File: config.mk
export PLATFORM = sky130hd
export DESIGN_NAME = avalon_ibex_responder_main
export DESIGN_NICKNAME = d
export VERILOG_FILES = /design/src/rtl/avalon_ibex_pkg.sv /design/src/rtl/avalon_ibex_txn_fifo.sv /design/src/rtl/avalon_ibex_responder_main.sv
export SDC_FILE = /design/constraint.sdc
export NUM_CORES = 1
export LEC_CHECK = 0
export CORE_MARGIN = 2
export CORE_UTILIZATION = 30
export CTS_BUF_LIST = sky130_fd_sc_hd__clkbuf_8
export DETAILED_ROUTE_END_ITERATION = 16
export GPL_TIMING_DRIVEN = 0
export HOLD_SLACK_MARGIN = 0.03
export PLACE_DENSITY_LB_ADDON = 0.12
export RECOVER_POWER = 25
export SLEW_MARGIN = 20
export SYNTH_ARGS = -nofsm -noshare
export SYNTH_HDL_FRONTEND = slang
export SYNTH_SLANG_ARGS = --single-unit
File: constraint.sdc
create_clock -name clk_i -period 2.2 [get_ports clk_i]
set_input_delay 0.33 -clock clk_i [delete_from_list [all_inputs] [get_ports clk_i]]
set_output_delay 0.33 -clock clk_i [all_outputs]
set_load 0.01 [all_outputs]
File: src/rtl/avalon_ibex_pkg.sv
// ---------------------------------------------------------------------------
// avalon_ibex_pkg
//
// Shared types for the Avalon-MM slave to ibex-style memory bridge.
//   avs_response_e : Avalon response codes carried on avs_response.
//   txn_type_e     : kind of transaction held in the in-order tracking FIFO.
//   resp_from_err  : maps the memory-side error flag to an Avalon response.
// ---------------------------------------------------------------------------
package avalon_ibex_pkg;

    typedef enum logic [1:0] {
        OKAY        = 2'b00,
        RESERVED    = 2'b01,
        SLVERR      = 2'b10,
        DECODEERROR = 2'b11
    } avs_response_e;

    typedef enum logic {
        TXN_READ  = 1'b0,
        TXN_WRITE = 1'b1
    } txn_type_e;

    // The memory side only reports pass/fail, so only OKAY and SLVERR are
    // ever produced by the bridge.
    function automatic avs_response_e resp_from_err(input logic err);
        return err ? SLVERR : OKAY;
    endfunction

endpackage

File: src/rtl/avalon_ibex_txn_fifo.sv
// ---------------------------------------------------------------------------
// avalon_ibex_txn_fifo
//
// In-order record of transactions that were granted on the memory side but
// have not yet seen their rvalid. Each entry holds only the transaction type,
// which decides what Avalon response the matching rvalid produces.
//
// Parameters
//   Depth        : number of entries (maximum outstanding transactions).
//
// Ports
//   clk_i        : clock, rising edge.
//   rst_i        : synchronous active-high reset; empties the FIFO.
//   push_i       : record a new transaction of type push_type_i.
//   push_type_i  : type of the transaction being recorded.
//   pop_i        : retire the oldest entry (ignored while empty).
//   head_type_o  : type of the oldest entry (meaningful while !empty_o).
//   full_o       : Depth entries held.
//   empty_o      : no entries held.
//   count_o      : number of entries held.
// ---------------------------------------------------------------------------
module avalon_ibex_txn_fifo
    import avalon_ibex_pkg::*;
#(
    parameter int Depth = 4
) (
    input  logic                         clk_i,
    input  logic                         rst_i,
    input  logic                         push_i,
    input  txn_type_e                    push_type_i,
    input  logic                         pop_i,
    output txn_type_e                    head_type_o,
    output logic                         full_o,
    output logic                         empty_o,
    output logic [$clog2(Depth+1)-1:0]   count_o
);

    localparam int PtrW = (Depth > 1) ? $clog2(Depth) : 1;
    localparam int CntW = $clog2(Depth + 1);

    txn_type_e       slots [Depth];
    logic [PtrW-1:0] wr_ptr;
    logic [PtrW-1:0] rd_ptr;
    logic            do_push;
    logic            do_pop;

    // Pointers wrap explicitly so Depth need not be a power of two.
    function automatic logic [PtrW-1:0] next_ptr(input logic [PtrW-1:0] p);
        return (p == PtrW'(Depth - 1)) ? '0 : p + PtrW'(1);
    endfunction

    assign do_pop  = pop_i & ~empty_o;
    // A push into a full FIFO is only safe when an entry leaves on the same edge.
    assign do_push = push_i & (~full_o | do_pop);

    assign full_o      = (count_o == CntW'(Depth));
    assign empty_o     = (count_o == '0);
    assign head_type_o = slots[rd_ptr];

    always_ff @(posedge clk_i) begin
        if (rst_i) begin
            wr_ptr  <= '0;
            rd_ptr  <= '0;
            count_o <= '0;
        end else begin
            if (do_push) begin
                wr_ptr <= next_ptr(wr_ptr);
            end
            if (do_pop) begin
                rd_ptr <= next_ptr(rd_ptr);
            end
            case ({do_push, do_pop})
                2'b10:   count_o <= count_o + CntW'(1);
                2'b01:   count_o <= count_o - CntW'(1);
                default: count_o <= count_o;
            endcase
        end
    end

    // Storage needs no reset: an entry is only read after it was written.
    always_ff @(posedge clk_i) begin
        if (do_push) begin
            slots[wr_ptr] <= push_type_i;
        end
    end

endmodule

File: src/rtl/avalon_ibex_responder_main.sv
// ---------------------------------------------------------------------------
// avalon_ibex_responder_main
//
// Bridges an Avalon-MM slave port (pipelined reads, posted writes) onto an
// ibex-style req/gnt/rvalid memory port. Requests pass through
// combinationally; accepted transactions are tracked in order so every
// memory rvalid can be matched to its read or write.
//
// Configuration macro: AVS_WRITE_RESP_EN
//   defined   : adds avs_writeresponsevalid, pulsed one cycle after the
//               rvalid of a write, with avs_response carrying its status.
//   undefined : writes are posted; their rvalids produce no Avalon response.
//
// Parameters
//   MaxOutstanding : accepted-but-unanswered transactions allowed (2..16).
//   WordAddr       : 1 = avs_address is a word address, 0 = byte address.
//
// Ports
//   clk_i, rst_i                      : clock, synchronous active-high reset.
//   avs_address, avs_byteenable,
//   avs_read, avs_write,
//   avs_writedata                     : Avalon request.
//   avs_waitrequest                   : Avalon stall.
//   avs_readdata, avs_readdatavalid,
//   avs_response                      : Avalon read response.
//   mem_req_o, mem_we_o, mem_be_o,
//   mem_addr_o, mem_wdata_o           : ibex-style request.
//   mem_gnt_i, mem_rvalid_i,
//   mem_err_i, mem_rdata_i            : ibex-style grant / response.
//   err_sticky_o                      : set by any error response, cleared
//                                       only by reset.
//   avs_writeresponsevalid            : only with AVS_WRITE_RESP_EN.
//
// Handshake: a transaction is accepted on a rising edge where
// mem_req_o & mem_gnt_i is high, which is exactly the edge where an Avalon
// strobe is high with avs_waitrequest low; the master holds its request
// while avs_waitrequest is high. Responses have no back-pressure: every
// mem_rvalid_i retires the oldest accepted transaction, and a read's data
// appears on avs_readdata with avs_readdatavalid one cycle later.
// ---------------------------------------------------------------------------
module avalon_ibex_responder_main
    import avalon_ibex_pkg::*;
#(
    parameter int MaxOutstanding = 4,
    parameter bit WordAddr       = 1'b1
) (
    input  logic        clk_i,
    input  logic        rst_i,

    input  logic [31:0] avs_address,
    input  logic [3:0]  avs_byteenable,
    input  logic        avs_read,
    input  logic        avs_write,
    input  logic [31:0] avs_writedata,
    output logic        avs_waitrequest,
    output logic [31:0] avs_readdata,
    output logic        avs_readdatavalid,
    output logic [1:0]  avs_response,

    output logic        mem_req_o,
    output logic        mem_we_o,
    output logic [3:0]  mem_be_o,
    output logic [31:0] mem_addr_o,
    output logic [31:0] mem_wdata_o,
    input  logic        mem_gnt_i,
    input  logic        mem_rvalid_i,
    input  logic        mem_err_i,
    input  logic [31:0] mem_rdata_i,

    output logic        err_sticky_o
`ifdef AVS_WRITE_RESP_EN
    ,
    output logic        avs_writeresponsevalid
`endif
);

    localparam int CntW = $clog2(MaxOutstanding + 1);

    logic            strobe;
    logic            accept;
    logic            pop;
    logic            pop_read;
    logic            resp_update;
    logic            fifo_full;
    logic            fifo_empty;
    txn_type_e       head_type;
    txn_type_e       push_type;
    logic [CntW-1:0] txn_count;
    avs_response_e   resp_q;

    // -----------------------------------------------------------------------
    // Request path (combinational)
    // -----------------------------------------------------------------------
    assign strobe    = avs_read | avs_write;
    assign mem_req_o = strobe & ~fifo_full;
    // Read wins when both strobes are high; the write is dropped.
    assign mem_we_o  = avs_write & ~avs_read;
    assign push_type = avs_read ? TXN_READ : TXN_WRITE;

    assign mem_addr_o  = WordAddr ? {avs_address[29:0], 2'b00}
                                  : {avs_address[31:2], 2'b00};
    assign mem_be_o    = avs_byteenable;
    assign mem_wdata_o = avs_writedata;

    assign accept          = mem_req_o & mem_gnt_i;
    assign avs_waitrequest = strobe ? ~accept : 1'b1;

    // -----------------------------------------------------------------------
    // Transaction tracking
    // -----------------------------------------------------------------------
    // An rvalid with nothing outstanding (e.g. left over from before a reset)
    // is not a response to anything and is dropped here.
    assign pop      = mem_rvalid_i & ~fifo_empty;
    assign pop_read = pop & (head_type == TXN_READ);

    avalon_ibex_txn_fifo #(
        .Depth (MaxOutstanding)
    ) u_txn_fifo (
        .clk_i       (clk_i),
        .rst_i       (rst_i),
        .push_i      (accept),
        .push_type_i (push_type),
        .pop_i       (pop),
        .head_type_o (head_type),
        .full_o      (fifo_full),
        .empty_o     (fifo_empty),
        .count_o     (txn_count)
    );

    always_ff @(posedge clk_i) begin
        if (!rst_i) begin
            assert (txn_count <= CntW'(MaxOutstanding));
        end
    end

    // -----------------------------------------------------------------------
    // Response path (registered, one cycle after the memory rvalid)
    // -----------------------------------------------------------------------
`ifdef AVS_WRITE_RESP_EN
    assign resp_update = pop;
`else
    // Posted writes leave avs_response untouched.
    assign resp_update = pop_read;
`endif

    always_ff @(posedge clk_i) begin
        if (rst_i) begin
            avs_readdatavalid <= 1'b0;
            avs_readdata      <= '0;
            resp_q            <= OKAY;
            err_sticky_o      <= 1'b0;
        end else begin
            avs_readdatavalid <= pop_read;
            // readdata holds its last value between read responses.
            if (pop_read) begin
                avs_readdata <= mem_rdata_i;
            end
            if (resp_update) begin
                resp_q <= resp_from_err(mem_err_i);
            end
            if (pop & mem_err_i) begin
                err_sticky_o <= 1'b1;
            end
        end
    end

`ifdef AVS_WRITE_RESP_EN
    // Only one FIFO entry pops per cycle, so this never coincides with
    // avs_readdatavalid.
    always_ff @(posedge clk_i) begin
        if (rst_i) begin
            avs_writeresponsevalid <= 1'b0;
        end else begin
            avs_writeresponsevalid <= pop & (head_type == TXN_WRITE);
        end
    end
`endif

    assign avs_response = resp_q;

endmodule

==> reports/results.ini <==
[status]
status=complete, no violations

[worst_setup_path]
critPathMostFrequentCell=inv_1
crit_path_top_delay_cell=clkdlybuf4s50_1
critPathMaxFanout=5
critPathBufInv=3
cp_top_family=buffers and inverters
startpoint_type=primary input
slowest_delay_ns=0.48
path_class=primary input to flip-flop
worstPathArrival_ns=2.33
worst_ep_required_time_ns=2.42
crit_chain=clkdlybuf4s50_1 > nor2_4 > nor3_4 > inv_1 > ha_2 > inv_1 > fa_1 > xor2_1 > or3_1 > a21oi_1
end_kind=flip-flop

[floorplanning]
die_area_mm2=0.009340
pin_count=214
core-area_mm2=0.008258
die_y_um=96.65
start_util_pct=31.18
rows=33
die_w_um=96.65

[synthesis]
yosysSeqAreaShare_pct=38.87
yosysMostFrequentCell=buf_4
synth_area_leaders=dfxtp_1 (34%), buf_4 (20%), nand3b_1 (9.6%)
syn_area_mm2=0.002575
syn_avg_cell_area_um2=8.879
async_flop_share_pct=0
yosysWarnings=0
synth_flop_cell=dfxtp_1
synth_common_cells=buf_4 (70), dfxtp_1 (44), a21oi_1 (40)
synth-seq-cells=48
synth_top_cell_by_area=dfxtp_1
synth_top_area_share_pct=34.21
synthDistinctLibCells=29
synth_edf_count=4
syn_inst=290

[global_route]
grt_max_degree=19
grt_pass1_wl_mm=11.64
track_usage_pct=15.04
grt.overflow.total=0
grt_pass1_vias=2339
antenna_found_initial=0

[place]
pre_cts_ws_ns=-0.5868
port_buffers=141
routabilityCongestion=0.7588
dpl.hpwl_mm=5.605

[cts]
cts_buffer_depth=2
htree_levels=2
numCtsBuffers=5
cts_tree=done
cts_hold_buf=0
clock_latency_ns=0.30
cts.clk_slew.worst_paths_ns=0.08
clock-root-buffer=clkbuf_8
cts_num_sinks=48

[final_layout]
area_growth_pct=67.78
fin_nets=561
register_area_mm2=0.001007
n_antenna_cell=0
multi_input_area_um2=949.7
fillers=832
drive_above_1_share_pct=22.77

[sta]
max_freq_mhz=473.9
setup_slack_ns=0.09006
finalCritPeriodShare_pct=95.91
tightest_slew_ns=0.5583
clock_skew_ns=0.002633
final_max_slew_viol_count=0
fin_crit_ns=2.110
setup_viol=0
finalHoldViolations=0
slew_headroom_pct=62.78

[power]
power_uw=3245
p_per_area_mw_per_mm2=751.2
ir_drop_uv=384.0
p_leak_uw=0.001674

[detailed_routing]
wl_per_cell_um=13.13
drt_first_pass_iters=4
wirelength_mm=7.263
drc=0
ant_nets=0
viasPerCell=4.409
drtIter0Drc=40
vias=2438

[flow_run]
drv_cap=0

[worst_hold_path]
min_path_type=primary input to flip-flop

-- kinds of logic (layout without fill, tap and decap cells) --
| logic type | Yosys count | after routing | synth area share, % |
|---|---|---|---|
| adder cells (fa/ha/maj) | 7 | 7 | 3.693 |
| buffers and inverters | 98 | 254 | 26.00 |
| AO/OA/AOI/OAI | 78 | 78 | 15.60 |
| multiplexers | 1 | 1 | 0.8746 |
| XOR/XNOR | 2 | 2 | 0.6804 |
| AND/OR/NAND/NOR | 55 | 55 | 14.14 |
| other | 1 | 3 | 0.1456 |
| flip-flops | 48 | 48 | 38.87 |
-- sequential cells by signal (all words and copies together), names as in the netlist, named ones only --
name	cells
avs_readdata	32
u_txn_fifo.slots	4
u_txn_fifo.count_o	3
u_txn_fifo.rd_ptr	2
u_txn_fifo.wr_ptr	2
avs_readdatavalid	1
avs_response	1
err_sticky_o	1
-- stage by stage --
stage	std cells	hold slack [ns]	area, um2	util [%]	setup TNS [ns]
after global routing	553	0.3672	4320	52.32	-0.03940
after global placement	538	0.4604	4125	49.95	-1.088
after CTS	545	0.3462	4230	51.23	-0.01269
after floorplan	292	0.4541	2582	-	0
after detailed placement	538	0.4651	4125	49.95	-1.072
final	553	0.3552	4320	52.32	0
-- layout make-up --
class	instances	area share (%)
repair buffers	149	33.91
flip-flops and latches	48	23.31
multi-input cells	146	21.98
plain buffers	87	14.51
well taps	105	3.041
clock buffers	6	1.911
inverters	10	1.158
clock inverters	2	0.1738
-- worst paths after layout --
kind                                             from                    end  slack, ns  cells after the start
worst max-delay path                        avs_write  u_txn_fifo.count_o[2]       0.09                     10
worst min-delay path                            rst_i        avs_response[1]       0.36                      2
worst max register to register  u_txn_fifo.count_o[2]  u_txn_fifo.count_o[2]       0.11                      9
worst min register to register        avs_readdata[0]        avs_readdata[0]       0.48                      2
-- cells in the final DEF (no fill, tap or decap), types with 6 or more instances in the layout --
| master | instances |
|---|---|
| buf_4 | 78 |
| nand3b_1 | 33 |
| clkbuf_1 | 11 |
| clkbuf_8 | 6 |
| nor2_1 | 6 |
| a21oi_1 | 40 |
| dfxtp_1 | 41 |
| inv_1 | 11 |
| clkdlybuf4s50_1 | 140 |
| o21ai_0 | 29 |
-- per-layer routing --
metal	global-route usage [%]	up-vias	wire, um
met5	0	-	0
met4	3.250	0	66
met3	5.058	5	561
met2	25.64	112	3574
met1	18.46	1099	3060
li1	-	1222	-
-- worst reg2reg max path, cell delays in order, from the launching register on --
cell	delay, ns
dfxtp_4	0.38
nor3b_4	0.29
nor3_4	0.08
inv_1	0.07
ha_2	0.18
inv_1	0.05
fa_1	0.38
xor2_1	0.16
or3_1	0.30
a21oi_1	0.14
-- report_power, final --
part,internal (uW),total [uW],leakage [uW],switching [uW]
logic,835,1570,0.00122,733
clock network,248,534,0.0000538,286
registers,1040,1140,0.000395,101
total,2120,3250,0.00167,1120
-- timing repair --
action / CTS / global route
setup endpoints to repair: 3 / 3
pin swaps: 0 / 3
buffers inserted: 0 / 8
resized for setup: 7 / 11
Power figures use the tool's default switching activity.
